`src/rtl/pc_fetch_unit_pkg.sv`:
```
// rtl/pc_fetch_unit_pkg.sv - shared types and constants for the instruction fetch unit
package pc_fetch_unit_pkg;

    typedef enum logic [1:0] {
        ST_REQ   = 2'd0,
        ST_WAIT  = 2'd1,
        ST_OUT   = 2'd2,
        ST_DRAIN = 2'd3
    } fetch_state_e;

    localparam int unsigned DEFAULT_ADDR_W   = 32;
    localparam int unsigned DEFAULT_DATA_W   = 32;
    localparam logic [31:0] DEFAULT_RESET_PC = 32'h0000_0000;

    // Word-addressed memory: sequential fetch steps by one word.
    localparam int unsigned PC_INC = 1;

endpackage

```
`src/rtl/fetch_out_buf.sv`:
```
// rtl/fetch_out_buf.sv - decode-facing {pc, instr} register with valid/ready hold and flush
module fetch_out_buf
    import pc_fetch_unit_pkg::*;
#(
    parameter int unsigned ADDR_W = DEFAULT_ADDR_W,
    parameter int unsigned DATA_W = DEFAULT_DATA_W
) (
    input  logic              clk,
    input  logic              rst_n,
    input  logic              load_i,
    input  logic [ADDR_W-1:0] load_pc_i,
    input  logic [DATA_W-1:0] load_instr_i,
    input  logic              flush_i,
    input  logic              ready_i,
    output logic              valid_o,
    output logic [ADDR_W-1:0] pc_o,
    output logic [DATA_W-1:0] instr_o
);

    logic              valid_q, valid_d;
    logic [ADDR_W-1:0] pc_q, pc_d;
    logic [DATA_W-1:0] instr_q, instr_d;

    // Flush wins over load and over a pending handshake.
    always_comb begin
        valid_d = valid_q;
        pc_d    = pc_q;
        instr_d = instr_q;
        if (flush_i) begin
            valid_d = 1'b0;
        end else if (load_i) begin
            valid_d = 1'b1;
            pc_d    = load_pc_i;
            instr_d = load_instr_i;
        end else if (valid_q && ready_i) begin
            valid_d = 1'b0;
        end
    end

    always_ff @(posedge clk or negedge rst_n) begin
        if (!rst_n) begin
            valid_q <= 1'b0;
            pc_q    <= '0;
            instr_q <= '0;
        end else begin
            valid_q <= valid_d;
            pc_q    <= pc_d;
            instr_q <= instr_d;
        end
    end

    assign valid_o = valid_q;
    assign pc_o    = pc_q;
    assign instr_o = instr_q;

endmodule

```
`src/rtl/pc_fetch_unit.sv`:
```
// rtl/pc_fetch_unit.sv - program counter and single-outstanding instruction fetch front end
module pc_fetch_unit
    import pc_fetch_unit_pkg::*;
#(
    parameter int unsigned       ADDR_W   = DEFAULT_ADDR_W,
    parameter int unsigned       DATA_W   = DEFAULT_DATA_W,
    parameter logic [ADDR_W-1:0] RESET_PC = ADDR_W'(DEFAULT_RESET_PC)
) (
    input  logic              clk,
    input  logic              rst_n,
    input  logic              redirect_valid,
    input  logic [ADDR_W-1:0] redirect_pc,
    output logic              imem_req_valid,
    output logic [ADDR_W-1:0] imem_req_addr,
    input  logic              imem_req_ready,
    input  logic              imem_resp_valid,
    input  logic [DATA_W-1:0] imem_resp_data,
    output logic              if_valid,
    output logic [ADDR_W-1:0] if_pc,
    output logic [DATA_W-1:0] if_instr,
    input  logic              if_ready
);

    fetch_state_e      state_q, state_d;
    logic [ADDR_W-1:0] pc_q, pc_d;
    logic              run_q;
    logic              buf_load;
    logic              buf_flush;

    // run_q holds off the first request until the cycle after reset release.
    always_ff @(posedge clk or negedge rst_n) begin
        if (!rst_n) begin
            state_q <= ST_REQ;
            pc_q    <= RESET_PC;
            run_q   <= 1'b0;
        end else begin
            state_q <= state_d;
            pc_q    <= pc_d;
            run_q   <= 1'b1;
        end
    end

    always_comb begin
        state_d   = state_q;
        pc_d      = pc_q;
        buf_load  = 1'b0;
        buf_flush = 1'b0;
        case (state_q)
            ST_REQ: begin
                if (run_q && imem_req_ready) begin
                    state_d = redirect_valid ? ST_DRAIN : ST_WAIT;
                end
            end
            ST_WAIT: begin
                if (imem_resp_valid) begin
                    if (redirect_valid) begin
                        state_d = ST_REQ;
                    end else begin
                        buf_load = 1'b1;
                        state_d  = ST_OUT;
                    end
                end else if (redirect_valid) begin
                    state_d = ST_DRAIN;
                end
            end
            ST_OUT: begin
                if (redirect_valid) begin
                    buf_flush = 1'b1;
                    state_d   = ST_REQ;
                end else if (if_ready) begin
                    pc_d    = pc_q + ADDR_W'(PC_INC);
                    state_d = ST_REQ;
                end
            end
            ST_DRAIN: begin
                if (imem_resp_valid) begin
                    state_d = ST_REQ;
                end
            end
            default: state_d = ST_REQ;
        endcase
        if (redirect_valid) begin
            pc_d = redirect_pc;
        end
    end

    assign imem_req_valid = run_q && (state_q == ST_REQ);
    assign imem_req_addr  = pc_q;

    fetch_out_buf #(
        .ADDR_W (ADDR_W),
        .DATA_W (DATA_W)
    ) u_out_buf (
        .clk          (clk),
        .rst_n        (rst_n),
        .load_i       (buf_load),
        .load_pc_i    (pc_q),
        .load_instr_i (imem_resp_data),
        .flush_i      (buf_flush),
        .ready_i      (if_ready),
        .valid_o      (if_valid),
        .pc_o         (if_pc),
        .instr_o      (if_instr)
    );

    // A redirect while stalled in REQ legitimately retargets the pending request.
    a_req_addr_stable: assert property (@(posedge clk) disable iff (!rst_n)
        (imem_req_valid && !imem_req_ready && !redirect_valid) |=> $stable(imem_req_addr));

    a_if_stable: assert property (@(posedge clk) disable iff (!rst_n)
        (if_valid && !if_ready) |=> ($stable(if_pc) && $stable(if_instr)));

endmodule

```
`config.mk`:
```
export PLATFORM = sky130hd
export DESIGN_NAME = pc_fetch_unit
export DESIGN_NICKNAME = d
export VERILOG_FILES = /design/src/rtl/pc_fetch_unit_pkg.sv /design/src/rtl/fetch_out_buf.sv /design/src/rtl/pc_fetch_unit.sv
export SDC_FILE = /design/constraint.sdc
export NUM_CORES = 1
export LEC_CHECK = 0
export BUFFER_PORTS_ARGS = -buffer_cell sky130_fd_sc_hd__buf_2
export CAP_MARGIN = 20
export CORE_MARGIN = 5
export CORE_UTILIZATION = 45
export CTS_BUF_LIST = sky130_fd_sc_hd__clkbuf_16
export DETAILED_ROUTE_END_ITERATION = 8
export HOLD_SLACK_MARGIN = 0.12
export PLACE_DENSITY = 0.8
export REMOVE_ABC_BUFFERS = 1
export SYNTH_ARGS = -nofsm -noshare
export SYNTH_HDL_FRONTEND = slang
export SYNTH_SLANG_ARGS = --single-unit
```
`constraint.sdc`:
```
create_clock -name clk -period 1.8 [get_ports clk]
set_input_delay 0.09 -clock clk [delete_from_list [all_inputs] [get_ports clk]]
set_output_delay 0.09 -clock clk [all_outputs]
set_load 0.005 [all_outputs]
```
==> metrics <==
ys flop type dfrtp_1; Synth cell types 46; Finished Core Util 0.718; final wirelength 15,000 um; global-route wire length before repair 23,800 um; hold slack between 200 and 250 ps; Cell Area, Synth 4550 um^2; Core Rows 36; fmax 0.518 GHz; total CTS buffers 9; n_diodes 0; Layout area overhead 55.0%; failing checks setup timing; Initial Util 0.463; Residual DRC 0; RSZ-0062 raised after global routing true; Max-Cap Viols 0; Root Buffer clkbuf_16; number of synthesized flops with an enable pin 0; Initial DRT Pass Iterations 5; Hold Vio Cnt, Final 0; post-synthesis sequential area ratio 0.550; Async S/R FF share, synth 1.00; core area 9820 um^2; WP data required ~2100 ps; Clock Path Buffers 2; vias in the first global route 4,672; share of layout cells above drive strength 1 0.492; Post-Place Cell Area approximately 5900 um^2; CTS tree built; most frequent cells after synthesis 100 x dfrtp_1, 64 x mux2_2, 31 x nand2_1, 18 x o21ai_0; clock skew ~12 ps; clk sink count 100; # fillers about 720; synth top area cells dfrtp_1 55%, mux2_2 16%, nand2_1 2.6%; Synth Instances ~390; Max rail drop VDD 0.718 mV; CP endpoint kind register; fin. max-slew vios 0; Final TNS setup -723 ps; design area 7050 um^2; number of nets in the layout 745; GP Congestion ~0.83; status complete, but fails checks; grt ovf 0; kind of critical path reg2reg; Power Density around 1100 nW/um^2; Starting DRT DRC Count 429; Placed Cells ~720; Final ANT Viol Nets 0; share of Yosys cell area claimed by the top area cell type 0.550; # IOs about 170; Final Cycle Share 1.07; non-filler instance count after layout slightly above 800; startpoint class of the critical path register; All-Layer GR Usage 0.239; dpl hpwl 9770 um; total power 7.89 mW; cell taking the most area after synthesis dfrtp_1; DR vias about 4,500; worst min path class in2reg; Die Y roughly 110 um; DP Worst Slack -172 ps; H-tree levels 3; critical path arrival 2200 ps; Worst R2R Setup Slack -130 ps; Synth Register Bits 100; initial antenna violation count 0; Setup WS post-layout -129 ps; Wirelength per Cell approximately 18 um; min Tclk post-route approximately 1900 ps; Clock transition at path regs about 70 ps; most common cell in the netlist dfrtp_1; Worst-Skew Late Latency around 350 ps; Die Area between 10,000 and 15,000 um^2; Synth Area per Inst between 10 and 15 um^2; I/O Buffers 167; Die W between 100 and 150 um; YS warnings 0; Setup Viol. Count Final 8; LEAKAGE around 3.2 nW; Via density 5.54; largest net degree at the start of global routing 39; critical-path maximum fanout 6
cell families (layout without fill, tap and decap cells):
logic type,after synthesis,count (layout),synth area share
AND/OR/NAND/NOR,126,126,0.153
other,1,1,0.000824
XOR/XNOR,11,11,0.0212
multiplexers,66,66,0.163
adder cells (fa/ha/maj),1,1,0.00275
buffers and inverters,28,318,0.0267
flip-flops,100,100,0.550
AO/OA/AOI/OAI,56,56,0.0825
final timing paths:
check | cells after the start | start | end
max | 4 | imem_req_addr[17]$_DFFE_PN0P_ | imem_req_addr[23]$_DFFE_PN0P_
min in group asynchronous | 2 | rst_n | u_out_buf.instr_o[26]$_DFFE_PN0P_
min reg2reg | 1 | u_out_buf.pc_o[14]$_DFFE_PN0P_ | u_out_buf.pc_o[14]$_DFFE_PN0P_
max reg2reg | 4 | imem_req_addr[17]$_DFFE_PN0P_ | imem_req_addr[23]$_DFFE_PN0P_
max in group asynchronous | 3 | rst_n | imem_req_addr[16]$_DFFE_PN0P_
min | 5 | imem_req_ready | state_q[1]$_DFFE_PN0P_
state kept, by name, summed over array words and instances, names as in the netlist:
signal / cells
imem_req_addr: 32
u_out_buf.instr_o: 32
u_out_buf.pc_o: 32
state_q: 2
run_q: 1
u_out_buf.valid_o: 1
routing by layer:
metal / wire length (um) / vias to the layer above / track usage
met5: 0 / - / 0
met4: 521 / 0 / 0.101
met3: 895 / 53 / 0.0427
met2: 7950 / 211 / 0.438
met1: 5650 / 2225 / 0.271
li1: - / 2011 / -
worst max-delay path: stages, from the launching register on:
cell and delay [ps]:
dfrtp_1 360, nand4_1 160, or4_4 620, or4_4 520, a31oi_4 200
where the power goes:
group,leakage (nW),switching (mW),total [mW],internal [mW]
Clock,0.140,0.902,1.86,0.961
Sequential,1.20,0.428,3.48,3.05
Combinational,1.89,1.07,2.55,1.49
Total,3.23,2.40,7.89,5.50
area by class of cell:
cell class | instances | area (um^2) | share of cell area
Multi-Input combinational cell | 261 | 2030 | 0.287
Inverter | 5 | 18.8 | 0.00266
Clock inverter | 7 | 58.8 | 0.00834
Clock buffer | 9 | 225 | 0.0319
Sequential cell | 100 | 2500 | 0.355
Tap cell | 133 | 166 | 0.0236
Timing Repair Buffer | 297 | 2060 | 0.292
placed cells by master (no fill, tap or decap), types with 3 or more instances in the layout:
master         instances
nand2_1               29
a31oi_1               11
o311ai_0               3
xor2_1                 5
nand4_1               12
or3_1                  7
xnor2_1                6
or4_1                  6
nand3_1               14
clkinv_4               3
mux2_2                64
dfrtp_1              100
clkbuf_16              9
inv_1                  4
or2_2                  6
buf_2                166
o21ai_0               18
dlygate4sd3_1         68
buf_12                 4
or4_4                  4
nor3_1                 4
o311ai_1               5
buf_6                  6
buf_4                 53
o31ai_1                6
o311ai_2               3
nor2_1                17
nor4_1                 3
repair_timing:
action / 4_1_cts / 5_1_grt
hold endpoints to repair: 167 / 0
resized for setup: 14 / 21
pin swaps: 11 / 10
setup buffers: 6 / 7
hold buffers: 68 / 0
setup endpoints to repair: 11 / 17
Note: power is estimated with default switching activity, not from simulation.
